--- src/rtl/quad_encoder_gen.sv ---
// Multi-channel quadrature step generator with an Avalon-MM register interface.
// Each channel turns a signed pending step count into Gray-code A/B transitions,
// one transition every PERIOD+1 clocks, and tracks the emitted position.
module quad_encoder_gen #(
  parameter int pENCODERS  = 2,
  parameter int pDIV_WIDTH = 16
) (
  input  logic                          iCLK,
  input  logic                          iRESET,
  input  logic [$clog2(pENCODERS)+1:0]  iAVL_ADDRESS,
  input  logic                          iAVL_WRITE,
  input  logic [31:0]                   iAVL_WRITE_DATA,
  input  logic                          iAVL_READ,
  output logic [31:0]                   oAVL_READ_DATA,
  output logic [pENCODERS-1:0]          oENCODER_A,
  output logic [pENCODERS-1:0]          oENCODER_B
);

  localparam int CW = $clog2(pENCODERS);
  localparam logic [CW:0] NUM_CHAN = (CW+1)'(pENCODERS);

  localparam logic [1:0] REG_STEPS    = 2'd0;
  localparam logic [1:0] REG_PERIOD   = 2'd1;
  localparam logic [1:0] REG_POSITION = 2'd2;
  localparam logic [1:0] REG_CTRL     = 2'd3;

  // Per-channel state
  logic [31:0]           pending  [pENCODERS];
  logic [31:0]           position [pENCODERS];
  logic [pDIV_WIDTH-1:0] period   [pENCODERS];
  logic [pDIV_WIDTH-1:0] divider  [pENCODERS];
  logic                  enable   [pENCODERS];
  logic [1:0]            phase    [pENCODERS];

  // Per-channel decoded strobes and next values
  logic                  emit     [pENCODERS];
  logic                  stepsWr  [pENCODERS];
  logic                  periodWr [pENCODERS];
  logic                  posWr    [pENCODERS];
  logic                  ctrlWr   [pENCODERS];
  logic                  abortWr  [pENCODERS];
  logic [31:0]           pendBase [pENCODERS];
  logic [31:0]           pendSum  [pENCODERS];
  logic [1:0]            phaseNxt [pENCODERS];

  logic [CW-1:0] chanSel;
  logic [1:0]    regSel;
  logic          chanValid;
  logic [31:0]   readMux;

  // Saturating signed 32-bit add
  function automatic logic [31:0] satAdd(input logic [31:0] a, input logic [31:0] b);
    logic [32:0] s;
    s = {a[31], a} + {b[31], b};
    if (s[32] != s[31]) begin
      return s[32] ? 32'h8000_0000 : 32'h7FFF_FFFF;
    end
    return s[31:0];
  endfunction

  // Gray-code advance: forward 00->10->11->01->00, reverse runs the other way
  function automatic logic [1:0] stepPhase(input logic [1:0] cur, input logic neg);
    logic [1:0] nxt;
    case ({neg, cur})
      3'b0_00: nxt = 2'b10;
      3'b0_10: nxt = 2'b11;
      3'b0_11: nxt = 2'b01;
      3'b0_01: nxt = 2'b00;
      3'b1_00: nxt = 2'b01;
      3'b1_01: nxt = 2'b11;
      3'b1_11: nxt = 2'b10;
      default: nxt = 2'b00;
    endcase
    return nxt;
  endfunction

  // Address split and channel range check
  always_comb begin
    chanSel   = iAVL_ADDRESS[CW+1:2];
    regSel    = iAVL_ADDRESS[1:0];
    chanValid = ({1'b0, chanSel} < NUM_CHAN);
  end

  // Per-channel write decode, emission condition and next-value computation
  always_comb begin
    for (int unsigned i = 0; i < pENCODERS; i++) begin
      stepsWr[i]  = 1'b0;
      periodWr[i] = 1'b0;
      posWr[i]    = 1'b0;
      ctrlWr[i]   = 1'b0;
      if (iAVL_WRITE && chanValid && (chanSel == CW'(i))) begin
        stepsWr[i]  = (regSel == REG_STEPS);
        periodWr[i] = (regSel == REG_PERIOD);
        posWr[i]    = (regSel == REG_POSITION);
        ctrlWr[i]   = (regSel == REG_CTRL);
      end
      abortWr[i]  = ctrlWr[i] && iAVL_WRITE_DATA[1];
      // An abort in the same cycle as an emission edge suppresses the step
      emit[i]     = enable[i] && (pending[i] != '0) && (divider[i] == '0) && !abortWr[i];
      pendBase[i] = pending[i];
      if (emit[i]) begin
        pendBase[i] = pending[i][31] ? pending[i] + 32'd1 : pending[i] - 32'd1;
      end
      pendSum[i]  = satAdd(pendBase[i], iAVL_WRITE_DATA);
      phaseNxt[i] = stepPhase(phase[i], pending[i][31]);
    end
  end

  // Channel registers, divider and phase state
  always_ff @(posedge iCLK or negedge iRESET) begin
    if (!iRESET) begin
      for (int unsigned i = 0; i < pENCODERS; i++) begin
        pending[i]  <= '0;
        position[i] <= '0;
        period[i]   <= '0;
        divider[i]  <= '0;
        enable[i]   <= 1'b0;
        phase[i]    <= '0;
      end
    end else begin
      for (int unsigned i = 0; i < pENCODERS; i++) begin
        if (abortWr[i]) begin
          pending[i] <= '0;
        end else if (stepsWr[i]) begin
          pending[i] <= pendSum[i];
        end else if (emit[i]) begin
          pending[i] <= pendBase[i];
        end

        if (periodWr[i]) begin
          period[i] <= iAVL_WRITE_DATA[pDIV_WIDTH-1:0];
        end

        if (posWr[i]) begin
          position[i] <= iAVL_WRITE_DATA;
        end else if (emit[i]) begin
          position[i] <= pending[i][31] ? position[i] - 32'd1 : position[i] + 32'd1;
        end

        if (ctrlWr[i]) begin
          enable[i] <= iAVL_WRITE_DATA[0];
        end

        if (emit[i]) begin
          phase[i] <= phaseNxt[i];
        end

        if (!enable[i] || (pending[i] == '0) || emit[i]) begin
          divider[i] <= period[i];
        end else begin
          divider[i] <= divider[i] - 1'b1;
        end
      end
    end
  end

  // Read data selection
  always_comb begin
    readMux = '0;
    if (chanValid) begin
      case (regSel)
        REG_STEPS:    readMux = pending[chanSel];
        REG_PERIOD:   readMux = 32'(period[chanSel]);
        REG_POSITION: readMux = position[chanSel];
        default:      readMux = {26'd0, phase[chanSel], 1'b0,
                                 (pending[chanSel] != '0), 1'b0, enable[chanSel]};
      endcase
    end
  end

  // Registered read data, held between reads
  always_ff @(posedge iCLK or negedge iRESET) begin
    if (!iRESET) begin
      oAVL_READ_DATA <= '0;
    end else if (iAVL_READ) begin
      oAVL_READ_DATA <= readMux;
    end
  end

  // Outputs come straight from the phase flops
  always_comb begin
    for (int unsigned i = 0; i < pENCODERS; i++) begin
      oENCODER_A[i] = phase[i][1];
      oENCODER_B[i] = phase[i][0];
    end
  end

endmodule

--- config.mk ---
export PLATFORM = sky130hd
export DESIGN_NAME = quad_encoder_gen
export DESIGN_NICKNAME = d
export VERILOG_FILES = /design/src/rtl/quad_encoder_gen.sv
export SDC_FILE = /design/constraint.sdc
export NUM_CORES = 1
export LEC_CHECK = 0
export ABC_AREA = 1
export CAP_MARGIN = 20
export CORE_ASPECT_RATIO = 1.25
export CORE_MARGIN = 3
export CORE_UTILIZATION = 35
export CTS_CLUSTER_SIZE = 8
export DETAILED_ROUTE_END_ITERATION = 8
export SYNTH_ARGS = -nofsm -noshare
export SYNTH_HDL_FRONTEND = slang
export SYNTH_SLANG_ARGS = --single-unit
--- constraint.sdc ---
create_clock -name iCLK -period 5.8 [get_ports iCLK]
set_clock_uncertainty 0.15 [all_clocks]
set_input_delay 1.16 -clock iCLK [delete_from_list [all_inputs] [get_ports iCLK]]
set_output_delay 1.16 -clock iCLK [all_outputs]
set_load 0.005 [all_outputs]
==> metrics.md <==
| Metric | Value |
|---|---|
| Vias in the first global route | 25330 |
| Most Used Layer, Global Route | met2 |
| CTS Hold Buffers Added | 0 |
| Final Wtd Congestion | 1.033 |
| Ys async rst share | 1.000 |
| Hpwl dp | 81.17 mm |
| Commonest non-fill, non-tap cell in the layout | nand2_1 |
| Met3 usage | 0.02961 |
| Root Driver | clkbuf_16 |
| DIE WIDTH | 243.3 µm |
| Primary FF master, synth | dfrtp_1 |
| Worst-path clk slew | 0.05 ns |
| Run status | finished, final reports clean |
| DR vias | 26600 |
| Vias/cell | 5.366 |
| #FFs+latches synth | 230 |
| Routed WL | 100.8 mm |
| Average size of a mapped cell | 6.228 µm² |
| Synthesized area | 0.02463 mm² |
| Die Y | 302.6 µm |
| Setup TNS | 0 ns |
| PostCTS Resize Cnt | 0 |
| M2 GR Usage | 0.4318 |
| Synth Warn # | 0 |
| Pwr dens | 443.3 mW/mm² |
| Reg area | 0.005756 mm² |
| Req. time, crit path | 6.11 ns |
| Largest net degree at the start of global routing | 122 |
| Unrepaired setup endpoints after global routing | false |
| Final WS setup | 0.8067 ns |
| Post-DRT Antenna Nets | 0 |
| Fill cells | 7591 |
| Worst-path fanout max | 27 |
| Layout cell share with drive strength beyond 1 | 0.04550 |
| Max_slew headroom | 0.3092 |
| Nets | 4255 |
| Minimum clock period | 4.993 ns |
| Final core utilization | 0.3933 |
| Ports | 75 |
| Cells after synthesis | 3954 |
| DRC violations left | 0 |
| Total Power | 0.01213 W |
| Pre-CTS setup slack | 0.3765 ns |
| Total clock sinks | 230 |
| Worst path arrival time | 5.30 ns |
| Initial antenna violation count | 2 |
| Post-CTS Setup Bufs | 0 |
| Total CTS buffers | 35 |
| Max-cap violation count | 0 |
| Worst Setup Start Kind | flop |
| Buffer depth of the longest clock path | 3 |
| First DRT Iteration DRCs | 2490 |
| Register area share after synthesis | 0.2337 |
| Peak supply drop | 0.1911 mV |
| TritonRoute pass-1 iters | 6 |
| GRT Residual Overflow | 0 |
| Slowest stage delay, CP | 0.40 ns |
| TritonCTS clock tree | done |
| Multi-input gate area | 0.01669 mm² |
| Synthesized netlist net count | 4193 |
| H-Tree Depth | 2 |
| HP Class | reg2reg |
| Distinct cells, synth | 58 |
| Final max-slew violation count | 0 |
| Placement Rows | 108 |
| WS Path Type | reg2reg |
| Fin crit share | 0.8609 |
| Most Frequent Cell on Critical Path | nand2_1 |
| Syn-to-layout area delta | 11.14% |
| GR Util All Layers | 0.2680 |
| Die area | 0.07360 mm² |
| Clock Latency Late Sink | 0.57 ns |
| First-pass GRT wire length | 152.0 mm |
| Final setup viols | 0 |
| Starting Density | 0.3539 |
| Fmax | 200.3 MHz |
| Input/output buffers | 74 |
| Core area | 0.06959 mm² |
| DR WL/cell | 20.33 µm |
| Commonest cells after routing, fill and taps aside | nand2_1, inv_1, nor2_1 |
| Worst slew pin tran | 1.033 ns |
| Crit end category | flop |
| EDFF count, synth | 0 |
| Hold Vio Cnt, Final | 0 |
| Static leakage | 13.90 nW |
| Met1 Use GR | 0.3556 |
| Worst path slowest cell | dfrtp_1 |
synthesized netlist by cell type, drive strengths merged (15+ instances only):
cell	number	area, µm²
nor3	63	346.6
ha	194	2427
a21oi	303	1524
nand4	39	250.2
o21ai	328	1653
a21o	15	112.6
xnor2	54	473.0
buf	43	292.8
o221ai	33	339.1
inv	454	1712
clkbuf	46	172.7
nand3	261	1334
o21bai	31	232.7
xor2	55	481.7
o211ai	31	232.7
dfrtp	230	5756
nor2	414	1663
nand3b	22	165.2
nand2	1252	4795
final timing paths:
| path | from | end | slack, ns | cells past startpoint |
|---|---|---|---|---|
| setup / recovery | pending[63] | pending[54] | 0.81 | 30 |
| hold / removal | oAVL_READ_DATA[1] | oAVL_READ_DATA[1] | 0.32 | 2 |
| setup reg to reg | pending[63] | pending[54] | 0.81 | 30 |
| hold reg to reg | oAVL_READ_DATA[1] | oAVL_READ_DATA[1] | 0.32 | 2 |
| max in group asynchronous | iRESET | pending[27] | 3.85 | 2 |
| min in group asynchronous | iRESET | divider[21] | 0.46 | 1 |
cell families after synthesis:
group / share of synthesized area
adders and majority gates: 0.1034
xor gates and xnor gates: 0.03877
and+or+nand+nor: 0.3563
buffers and inverters: 0.08841
DFF: 0.2337
AOI/OAI and AO/OA: 0.1794
layout make-up:
class,instances,share of cell area
repair buffers,114,0.03932
diodes,1,0.00009143
flip-flops and latches,230,0.2103
well taps,935,0.04274
clock inverters,5,0.002286
clock buffers,38,0.03278
inverters,454,0.06254
multi-input cells,3181,0.6099
state kept, by name (all words and copies together) (netlist names):
register,flops
period,32
enable,2
oENCODER_A,2
divider,32
pending,64
oENCODER_B,2
position,64
oAVL_READ_DATA,32
metrics by stage:
stage	cell area [µm²]	hold slack, ns	instances
finish	27370	0.3233	4958
global route	27370	0.3447	4957
global placement	26390	0.3122	4913
detailed placement	26390	0.3166	4913
floorplan	24630	0.3030	3954
CTS	27350	0.3302	4956
report_power, final:
part           total (W)  leakage [nW]  switching [W]  internal [W]
Sequential       0.00249          2.93       0.000480       0.00201
Clock            0.00190         0.472       0.000808       0.00110
Combinational    0.00774          10.5        0.00513       0.00260
Total             0.0121          13.9        0.00642       0.00571
per-layer routing:
metal | share of wire | routed length (µm)
met1 | 0.43 | 43740
met2 | 0.44 | 44450
met3 | 0.064 | 6493
met4 | 0.060 | 6091
met5 | 0.00023 | 23
worst max-delay path: cells and delay by family, from the launching register on:
kind	cells	cell delay (ns)
simple gates	19	1.75
compound gates	4	0.84
flops	1	0.40
buf+inv	5	1.02
fa+ha+maj	2	0.69
No activity file was read; power rests on OpenSTA's default activity.
